### config.mk
export PLATFORM = sky130hd
export DESIGN_NAME = id_ex_stage
export DESIGN_NICKNAME = d
export VERILOG_FILES = /design/src/rtl/id_ex_stage.sv
export SDC_FILE = /design/constraint.sdc
export NUM_CORES = 1
export LEC_CHECK = 0
export CORE_AREA = 2 2 221 223
export CTS_CLUSTER_SIZE = 20
export DETAILED_ROUTE_END_ITERATION = 7
export DIE_AREA = 0 0 223 225
export HOLD_SLACK_MARGIN = 0.06
export PLACE_DENSITY = 0.81
export SYNTH_ARGS = -nofsm -noshare
export SYNTH_HDL_FRONTEND = slang
export SYNTH_SLANG_ARGS = --single-unit
### constraint.sdc
create_clock -name clk -period 3.2 [get_ports clk]
set_clock_uncertainty 0.15 [all_clocks]
set_input_delay 0.64 -clock clk [delete_from_list [all_inputs] [get_ports clk]]
set_output_delay 0.64 -clock clk [all_outputs]
set_load 0.05 [all_outputs]
### src/rtl/id_ex_stage.sv
// ---------------------------------------------------------------------------
// id_ex_stage
// Decode-to-execute pipeline register built as a two-entry skid buffer.
// The main entry drives ex_* directly; the skid entry absorbs one extra
// instruction when execute back-pressures, so id_ready can be a flop.
//
// Ports
//   clk, rst_n        clock, asynchronous active-low reset
//   id_valid/id_ready decode-side handshake (id_ready registered)
//   id_*              decoded payload: PC, rs1, rs2, immediate, operand
//                     select, ALU op, destination index, write enable
//   flush             drop every held instruction (branch redirect)
//   ex_valid/ex_ready execute-side handshake (ex_valid registered)
//   ex_*              registered payload from the main entry
//   stall_cnt         saturating count of back-pressured cycles
// ---------------------------------------------------------------------------
module id_ex_stage #(
    parameter int unsigned XLEN  = 64,
    parameter int unsigned CNT_W = 32
) (
    input  logic             clk,
    input  logic             rst_n,
    input  logic             id_valid,
    output logic             id_ready,
    input  logic [XLEN-1:0]  id_pc,
    input  logic [XLEN-1:0]  id_data1,
    input  logic [XLEN-1:0]  id_data2,
    input  logic [XLEN-1:0]  id_imm,
    input  logic             id_immSrc,
    input  logic [3:0]       id_ALUop,
    input  logic [4:0]       id_rd,
    input  logic             id_rf_wen,
    input  logic             flush,
    output logic             ex_valid,
    input  logic             ex_ready,
    output logic [XLEN-1:0]  ex_pc,
    output logic [XLEN-1:0]  ex_data1,
    output logic [XLEN-1:0]  ex_data2,
    output logic [XLEN-1:0]  ex_imm,
    output logic             ex_immSrc,
    output logic [3:0]       ex_ALUop,
    output logic [4:0]       ex_rd,
    output logic             ex_rf_wen,
    output logic [CNT_W-1:0] stall_cnt
);

    localparam int unsigned PW = 4 * XLEN + 11;

    typedef enum logic [1:0] {
        StEmpty,
        StOne,
        StTwo
    } state_e;

    state_e            state_q, state_d;
    logic              valid_q, valid_d;
    logic              ready_q, ready_d;
    logic [PW-1:0]     main_q, main_d;
    logic [PW-1:0]     skid_q, skid_d;
    logic [CNT_W-1:0]  cnt_q, cnt_d;
    logic [PW-1:0]     in_pl;
    logic              in_fire;
    logic              out_fire;

    assign in_pl = {id_pc, id_data1, id_data2, id_imm, id_immSrc, id_ALUop, id_rd, id_rf_wen};
    assign {ex_pc, ex_data1, ex_data2, ex_imm, ex_immSrc, ex_ALUop, ex_rd, ex_rf_wen} = main_q;

    assign ex_valid  = valid_q;
    assign id_ready  = ready_q;
    assign stall_cnt = cnt_q;

    assign in_fire  = id_valid & ready_q;
    assign out_fire = valid_q & ex_ready;

    always_comb begin
        state_d = state_q;
        main_d  = main_q;
        skid_d  = skid_q;
        if (flush) begin
            // Accepted input in this cycle is dropped; no payload load.
            state_d = StEmpty;
        end else begin
            unique case (state_q)
                StEmpty: begin
                    if (in_fire) begin
                        state_d = StOne;
                        main_d  = in_pl;
                    end
                end
                StOne: begin
                    if (in_fire && out_fire) begin
                        main_d = in_pl;
                    end else if (in_fire) begin
                        state_d = StTwo;
                        skid_d  = in_pl;
                    end else if (out_fire) begin
                        state_d = StEmpty;
                    end
                end
                StTwo: begin
                    if (out_fire) begin
                        state_d = StOne;
                        main_d  = skid_q;
                    end
                end
                default: state_d = StEmpty;
            endcase
        end
        // Handshake outputs are registered from the next state.
        valid_d = (state_d != StEmpty);
        ready_d = (state_d != StTwo);
    end

    always_comb begin
        cnt_d = cnt_q;
        if (valid_q && !ex_ready && (cnt_q != {CNT_W{1'b1}})) begin
            cnt_d = cnt_q + {{(CNT_W-1){1'b0}}, 1'b1};
        end
    end

    always_ff @(posedge clk or negedge rst_n) begin
        if (!rst_n) begin
            state_q <= StEmpty;
            valid_q <= 1'b0;
            ready_q <= 1'b1;
            main_q  <= '0;
            skid_q  <= '0;
            cnt_q   <= '0;
        end else begin
            state_q <= state_d;
            valid_q <= valid_d;
            ready_q <= ready_d;
            main_q  <= main_d;
            skid_q  <= skid_d;
            cnt_q   <= cnt_d;
        end
    end

endmodule

==> summary.md <==
| Metric | Value |
|---|---|
| Dpl ws | 0.0610 ns |
| Port bufs | 572 |
| Crit path cell chain | clkdlybuf4s50_1 |
| Yosys reg bits | 570 |
| Number of CTS-inserted buffers | between 50 and 60 |
| Core Box Area | about 48,000 um2 |
| Overall via count from detail_route | between 15,000 and 20,000 |
| Top FF cell, synth | dfrtp_1 |
| Final nets | 2,727 |
| Overflow left after global routing | 0 |
| CP required | 2.41 ns |
| # DRC | 0 |
| VDD IR-drop max | between 0.0006 and 0.0007 V |
| Share of layout cells above drive strength 1 | 17.0% |
| Num ports | 573 |
| Final setup fails | 0 |
| Antenna Nets Post-Route | 0 |
| Synth warn | 0 |
| Crit path max fanout | 8 |
| Leak | between 15 and 20 nW |
| Syn_nets | ~2,200 |
| Min cycle time layout | around 2.8 ns |
| Final period utilization | between 80 and 90% |
| Clock Path Buffers | 3 |
| Hold WC Path Type | flop to flop |
| Post-synth ARST share | 100% |
| Vias in the first global route | around 18,000 |
| Syn avg cell area | about 13 um2 |
| Crit path kind | flop to primary output |
| Unrepaired setup endpoints after global routing | no |
| Crit path max-delay family | buffers and inverters |
| Die Outline Area | 50,200 um2 |
| WP buf/inv | 1 |
| Worst slew pin tran | 1.00 ns |
| Via/cell ratio | between 5 and 6 |
| Hold Startpoint | main_q[253]$_DFFE_PN0P_ |
| Hold WS | ~0.33 ns |
| Layout Utilization | about two thirds |
| Fmax | between 300 and 400 MHz |
| Worst setup margin | 0.397 ns |
| Initial Utilization | 49.7% |
| Worst rel slew slack | between 30% and 40% |
| Mapped Cells | 1,889 |
| Unique masters post-synth | 44 |
| Clk_lat worst skew | roughly 0.60 ns |
| Inst Count DP | about 3,000 |
| Hold Fails Final Rpt | 0 |
| Final WL | 64,000 um |
| DIE WIDTH | about 220 um |
| Iteration-0 DRC count of the detailed router | about 1,000 |
| Initial antenna violation count | 20 |
| Startpoint types | flop |
| Layout Cells excl Fill | 3,129 |
| Post-synth EDFFs | 0 |
| Power per cell area | between 900 and 1000 nW/um2 |
| Pin count of the biggest net entering global routing | about 140 |
| Detailed Place HPWL | ~45,000 um |
| TritonCTS clock tree | done |
| CTS sink count | 570 |
| FF-to-FF setup slack | roughly 0.47 ns |
| Max-cap check violation count | 0 |
| Crit path from | stall_cnt[0]$_DFFE_PN0P_ |
| Die H | approximately 230 um |
| GRT Total Usage | roughly a quarter |
| Routability cong. | between 0.8 and 0.9 |
| WP data arrival | 2.01 ns |
| Crit-path max cell delay | 0.90 ns |
| Setup TNS Final | 0 ns |
| Number of H-tree levels | 2 |
| CTS root buf | clkbuf_16 |
| Crit path max-delay cell type | clkdlybuf4s50_1 |
| Layout fillers | roughly 3,400 |
| Area Growth Syn to Fin | 37.1% |
| Setup crit end kind | primary output |
| Final Max Tran Viols | 0 |
| Post-synthesis cell area | 23,600 um2 |
| Routed length per instance | roughly 20 um |
| Seq/Total Area, Yosys | about three fifths |
| Reg2reg start | stall_cnt[0]$_DFFE_PN0P_ |
| First-pass GRT wire length | 100,000 um |
| Outcome | completed |
| Num rows | 80 |
| Drt first pass iters | 4 |
| Clock-pin transition on the worst setup and hold timing paths | 0.06 ns |
cells by family after synthesis:
group	after synthesis	synth area share, %
simple gates	349	6.33
mux	538	24.2
buf+inv	125	2.00
compound gates	277	6.00
fa+ha+maj	1	0.0529
flops	570	60.3
xor+xnor	29	1.07
layout by cell type (no fill, tap or decap), drive strengths merged, types with 3 or more instances in the layout:
master / Yosys / layout
xor2: 9 / 9
diode: 0 / 12
and3: 7 / 7
nor2: 5 / 5
inv: 5 / 5
clkbuf: 110 / 91
nand2b: 5 / 5
mux2i: 268 / 268
o21ai: 268 / 268
nand4: 12 / 12
dfrtp: 569 / 569
mux2: 270 / 270
buf: 10 / 52
and4: 5 / 5
clkinv: 0 / 12
xnor2: 20 / 20
bufinv: 0 / 5
clkdlybuf4s50: 0 / 571
nor4: 3 / 3
nand3: 13 / 13
or4: 3 / 3
nand2: 278 / 278
nor3: 9 / 9
where the power goes:
group,switching (mW),internal (mW),total [mW]
Sequential,1.61,10.1,11.7
Combinational,6.81,4.31,11.1
Clock,2.79,4.20,6.99
Total,11.2,18.6,29.8
cell usage after synthesis (2+ instances only):
cell	count	area (um2)
clkbuf_1	110	413
inv_1	5	18.8
nor2_1	5	18.8
xnor2_1	20	175
nor3_1	9	45.0
nand2_1	278	1040
nand2b_1	5	31.3
mux2i_1	268	2680
mux2_2	269	3030
or4_1	2	15.0
dfrtp_1	569	14200
o21ai_0	268	1340
buf_2	2	10.0
and2_1	2	12.5
nor2b_1	2	12.5
and4_1	3	26.3
and3_1	7	43.8
nand3_1	12	60.1
buf_1	8	30.0
xor2_1	9	78.8
nor4_1	3	18.8
nand4_1	11	68.8
metal layers:
| metal | vias to the layer above | wire length, um | GRT usage [%] | part of all wire (%) |
|---|---|---|---|---|
| li1 | 7757 | - | - | - |
| met1 | 8365 | 24100 | 29.5 | 38 |
| met2 | 541 | 31600 | 42.8 | 49 |
| met3 | 176 | 4990 | 7.72 | 7.8 |
| met4 | 14 | 3140 | 13.2 | 4.9 |
| met5 | - | 95 | 0 | 0.15 |
worst register-to-register path: stages, from the launching register on:
cell	delay [ns]
dfrtp_1	0.52
ha_1	0.28
nand3_1	0.20
or4_1	0.58
o31ai_1	0.56
nor3_1	0.14
xor2_1	0.17
repair_timing:
| item | 4_1_cts | 5_1_grt |
|---|---|---|
| endpoints found under the hold margin | 44 | 0 |
| hold buffers | 1 | 0 |
| buffers inserted | 0 | 0 |
| gates resized for setup | 0 | 0 |
flip-flops by register name (all words and copies together), names as in the netlist:
signal and flops:
ex_valid 1, skid_q 267, stall_cnt 32, id_ready 1, main_q 267, state_q 2
path summary, 6_finish.rpt:
check,to,cells after the start
worst max register to register,stall_cnt[27]$_DFFE_PN0P_,6
worst min register to register,main_q[253]$_DFFE_PN0P_,2
worst max-delay path,stall_cnt[0],1
worst min-delay path,main_q[253]$_DFFE_PN0P_,2
max in group asynchronous,skid_q[34]$_DFFE_PN0P_,4
min in group asynchronous,main_q[63]$_DFFE_PN0P_,2
per-stage QoR:
step	cell area (um2)	power [mW]
floorplan	23600	18.5
global placement	30400	22.4
detailed placement	30400	22.9
CTS	32400	30.0
global route	32400	31.2
finish	32400	29.8
area by class of cell:
| type | count | area [um2] | area share (%) |
|---|---|---|---|
| antenna | 12 | 30.0 | 0.0927 |
| clock buffer | 91 | 1780 | 5.49 |
| clock inverter | 18 | 218 | 0.672 |
| inverter | 5 | 18.8 | 0.0579 |
| multi-input combinational | 1194 | 8930 | 27.6 |
| sequential | 570 | 14300 | 44.0 |
| tap | 615 | 769 | 2.37 |
| timing repair buffer | 624 | 6400 | 19.7 |
Note: power is estimated with default switching activity, not from simulation.
